`src/rtl/uart_rx.sv`:
```
// 8N1 UART receiver with a one-entry valid/ready holding register.
// Define UART_RX_PARITY_EN to insert an even-parity bit between the data bits and the stop bit.
module uart_rx #(
    parameter int unsigned CLKS_PER_BIT = 104
) (
    input  logic       clk,
    input  logic       rst,
    input  logic       rx,
    output logic [7:0] data,
    output logic       valid,
    input  logic       ready,
    output logic       frame_err,
    output logic       overrun,
    output logic       busy
);

    localparam int unsigned CntW = $clog2(CLKS_PER_BIT);
    localparam logic [CntW-1:0] HalfCnt = CntW'(CLKS_PER_BIT / 2 - 1);
    localparam logic [CntW-1:0] FullCnt = CntW'(CLKS_PER_BIT - 1);

    typedef enum logic [2:0] {
        StIdle,
        StStart,
        StData,
`ifdef UART_RX_PARITY_EN
        StParity,
`endif
        StStop,
        StBrk
    } state_e;

    state_e          state;
    logic [CntW-1:0] bcnt;
    logic [2:0]      bidx;
    logic [7:0]      shreg;
    logic            rx_meta;
    logic            rs;
`ifdef UART_RX_PARITY_EN
    logic            par_ok;
`endif

    // Two-flop synchronizer; resets to the idle (high) line level.
    always_ff @(posedge clk) begin
        if (rst) begin
            rx_meta <= 1'b1;
            rs      <= 1'b1;
        end else begin
            rx_meta <= rx;
            rs      <= rx_meta;
        end
    end

    always_ff @(posedge clk) begin
        if (rst) begin
            state     <= StIdle;
            bcnt      <= '0;
            bidx      <= '0;
            shreg     <= '0;
            data      <= '0;
            valid     <= 1'b0;
            frame_err <= 1'b0;
            overrun   <= 1'b0;
            busy      <= 1'b0;
`ifdef UART_RX_PARITY_EN
            par_ok    <= 1'b1;
`endif
        end else begin
            frame_err <= 1'b0;
            overrun   <= 1'b0;
            // A delivery in StStop below overrides this consume.
            if (valid && ready) begin
                valid <= 1'b0;
            end

            case (state)
                StIdle: begin
                    if (!rs) begin
                        state <= StStart;
                        bcnt  <= '0;
                        busy  <= 1'b1;
                    end
                end

                StStart: begin
                    if (bcnt == HalfCnt) begin
                        bcnt <= '0;
                        if (rs) begin
                            state <= StIdle;
                            busy  <= 1'b0;
                        end else begin
                            state <= StData;
                            bidx  <= '0;
                        end
                    end else begin
                        bcnt <= bcnt + 1'b1;
                    end
                end

                StData: begin
                    if (bcnt == FullCnt) begin
                        bcnt        <= '0;
                        shreg[bidx] <= rs;
                        if (bidx == 3'd7) begin
`ifdef UART_RX_PARITY_EN
                            state <= StParity;
`else
                            state <= StStop;
`endif
                        end else begin
                            bidx <= bidx + 3'd1;
                        end
                    end else begin
                        bcnt <= bcnt + 1'b1;
                    end
                end

`ifdef UART_RX_PARITY_EN
                StParity: begin
                    if (bcnt == FullCnt) begin
                        bcnt   <= '0;
                        par_ok <= ~(^{shreg, rs});
                        state  <= StStop;
                    end else begin
                        bcnt <= bcnt + 1'b1;
                    end
                end
`endif

                StStop: begin
                    if (bcnt == FullCnt) begin
                        bcnt <= '0;
                        if (!rs) begin
                            frame_err <= 1'b1;
                            state     <= StBrk;
                        end else begin
                            state <= StIdle;
                            busy  <= 1'b0;
`ifdef UART_RX_PARITY_EN
                            if (!par_ok) begin
                                frame_err <= 1'b1;
                            end else
`endif
                            if (!valid || ready) begin
                                data  <= shreg;
                                valid <= 1'b1;
                            end else begin
                                overrun <= 1'b1;
                            end
                        end
                    end else begin
                        bcnt <= bcnt + 1'b1;
                    end
                end

                // Hold off until the line returns high so a break is not seen as 0x00 bytes.
                StBrk: begin
                    if (rs) begin
                        state <= StIdle;
                        busy  <= 1'b0;
                    end
                end

                default: begin
                    state <= StIdle;
                    busy  <= 1'b0;
                end
            endcase
        end
    end

endmodule
```
`config.mk`:
```
export PLATFORM = sky130hd
export DESIGN_NAME = uart_rx
export DESIGN_NICKNAME = d
export VERILOG_FILES = /design/src/rtl/uart_rx.sv
export SDC_FILE = /design/constraint.sdc
export NUM_CORES = 1
export LEC_CHECK = 0
export CAP_MARGIN = 20
export CORE_MARGIN = 2
export CORE_UTILIZATION = 30
export CTS_CLUSTER_DIAMETER = 60
export DETAILED_ROUTE_END_ITERATION = 7
export GPL_TIMING_DRIVEN = 0
export SYNTH_ARGS = -nofsm -noshare
export SYNTH_HDL_FRONTEND = slang
export SYNTH_SLANG_ARGS = --single-unit
```
`constraint.sdc`:
```
create_clock -name clk -period 2.8 [get_ports clk]
set_input_delay 0.56 -clock clk [delete_from_list [all_inputs] [get_ports clk]]
set_output_delay 0.56 -clock clk [all_outputs]
set_load 0.005 [all_outputs]
```
==> impl_metrics.toml <==
[run_status]
outcome = "completed"

[layout]
nets = 238
finish.instance_area_mm2 = 0.00209
area_growth_from_synthesis_to_layout_pct = 17.8
drive_above_1_share = 0.0733
stdcell_count = 304
multi_input_area_um2 = 1000
fill_cells = 605
ff_latch_area_um2 = 701
antenna_cells = 0

[synth]
synth.yosys.seq_area_share = 0.395
synth_enable_flop_cells = 0
yosys.cell_types.count = 46
synthesis.nets = 217
post_synth_instance_area_mm2 = 0.00177
asyncSetResetFlopFracSynth = 0
postSynthAreaPerCell_um2 = 8.44
ys.warnings.count = 0
synth_top_flop_cell = "dfxtp_1"
postSynthRegisterBits = 35
synth_cells = 210

[sta]
finalClockSkew_ns = 0.00426
max_slew_margin = 0.601
final-hold-violation-count = 0
setup_violations = 0
worst_pin_slew_ns = 0.597
fmax_ghz = 0.460
totalNegativeSetupSlack_ns = 0
final-max-slew-violation-count = 0
period_share = 0.776
rsz0062_at_grt = "no"
final_critical_path_time_including_i_o_delays_and_setup_ns = 2.17

[grt]
grt_usage = 0.133
grt.overflow.total = 0
antenna_found_initial = 0
first_global_vias = 1469
grt_start_max_net_pins = 12
grt_first_pass_wirelength_um = 6870

[cts]
ctsResizeCount = 0
worst_skew_pair.late_latency_ns = 0.28
h-tree-depth = 2
clk_transition_reported_paths_ns = 0.07
tritoncts_clock_tree = "built"
tritoncts_num_sinks = 35
cts_made_buffers = 5
cts_max_path_buffers = 2
cts-hold-fix-buffers = 0
root_buffer = "clkbuf_8"
post-cts-setup-buffer-count = 0

[place]
numPortBuffers = 14
post_dp_cell_area_mm2 = 0.00200
numPlacedInstances = 296
post-dp-hpwl_um = 2880
gpl.final_weighted_congestion = 0.865

[critical_path]
critical_path.max_fanout = 10
timing.reg2reg.worst_path_depth = 6
required_ns = 2.96
worst_setup_path_start_kind = "register"
timing.critical_path.arrival_ns = 2.34
cp-end-kind = "register"
timing.setup.critical_path_class = "reg -> reg"

[floorplanning]
floorplan.initialDensity = 0.316
fp.coreArea_mm2 = 0.00561
die_h_um = 80.9
io_pins = 16
die-area_mm2 = 0.00654
die-width_um = 80.9
floorplan.rows = 27

[routing]
avgViaCountPerCell = 5.26
router_iterations_before_antenna_repair = 4
drtIter0Drc = 83
drc_violations = 0
route.vias.total = 1600
ant_nets = 0
wl_per_cell_um = 13.2
totalWireLength_um = 4020

[pwr]
vdd_drop_max_mv = 0.265
cellPowerDensity_mw_per_mm2 = 431
cellLeakagePower_nw = 0.696

[hold_path]
hold_path.class = "reg -> reg"
hold_depth = 1

[flow_run]
max_cap_viol_count = 0
-- final timing paths --
path / from / slack, ns / to
hold / removal: rx_meta / 0.42 / rs
setup / recovery: bcnt[0] / 0.63 / bidx[2]
hold reg to reg: rx_meta / 0.42 / rs
setup reg to reg: bcnt[0] / 0.63 / bidx[2]
-- stage by stage --
stage	hold WS, ns	power (mW)	setup WS [ns]	util
6_report	0.424	0.900	0.628	0.372
5_1_grt	0.442	0.942	0.447	0.372
4_1_cts	0.425	0.913	0.608	0.372
3_5_place_dp	0.410	0.559	0.575	0.357
3_3_place_gp	0.409	0.558	0.589	0.357
2_1_floorplan	0.389	0.543	0.858	-
-- synthesized netlist by cell type (4+ instances only) --
master	number	area share
nor2b_1	5	0.018
nor3_1	4	0.011
nand4_1	10	0.035
a21oi_1	15	0.042
nand2_1	21	0.044
o21ai_0	15	0.042
nor4_1	4	0.014
mux2i_1	8	0.045
o211ai_1	7	0.030
nor2_1	15	0.032
clkbuf_1	15	0.032
a31oi_1	4	0.014
dfxtp_1	35	0.40
inv_1	4	0.0085
-- cell families (layout without fill, tap and decap cells) --
group,Yosys count,in the layout,synth area share
mux,9,9,0.0516
compound gates,60,60,0.223
fa+ha+maj,3,3,0.0212
buf+inv,19,41,0.0402
simple gates,83,83,0.263
flops,35,35,0.395
xor+xnor,1,1,0.00494
-- cell type report --
| type | count | share of cell area |
|---|---|---|
| tap | 72 | 0.0432 |
| buffer | 15 | 0.0270 |
| clock inverter | 2 | 0.00600 |
| inverter | 4 | 0.00719 |
| sequential | 35 | 0.336 |
| multi-input combinational | 156 | 0.479 |
| timing repair buffer | 14 | 0.0671 |
| clock buffer | 6 | 0.0348 |
-- registers in the layout, indices dropped and copies added, names as in the netlist, 3 cells and up --
register and cells:
data 8, shreg 8, bcnt 7, bidx 3, state 3
-- cells in the final DEF (no fill, tap or decap), types with 2 or more instances in the layout --
cell type	n
and2_1	2
a21oi_1	15
inv_1	4
nand2_1	21
or3_1	2
nand3_1	3
nor2_1	15
nor2b_1	5
ha_1	3
o221ai_1	3
dfxtp_1	35
nor3b_1	2
o311ai_0	3
mux2i_1	8
or2_2	2
clkdlybuf4s50_1	14
o21ai_0	15
a31oi_1	4
nand2b_1	2
nor4b_1	2
a211oi_1	2
nor4_1	4
nand4bb_1	2
nand4_1	10
clkbuf_1	16
o211ai_1	7
clkbuf_8	5
nor3_1	4
-- layer usage --
| layer | global-route usage | share of wire | up-vias |
|---|---|---|---|
| met5 | 0 | 0 | - |
| met4 | 0.0356 | 0.011 | 0 |
| met3 | 0.0356 | 0.035 | 6 |
| met2 | 0.204 | 0.44 | 24 |
| met1 | 0.183 | 0.51 | 742 |
| li1 | - | - | 828 |
-- where the power goes --
part           leakage [nW]  switching [mW]  internal [mW]
logic                 0.372          0.0284         0.0149
clock network        0.0412           0.179          0.174
registers             0.283         0.00253          0.501
-- critical path, cell delays in order (launching register included) --
cell and delay, ns:
dfxtp_1 0.37, ha_1 0.24, or4b_4 0.51, o21a_4 0.24
clkbuf_1 0.22, o311ai_0 0.38, nand2_1 0.09
(Power assumes the default switching activity.)
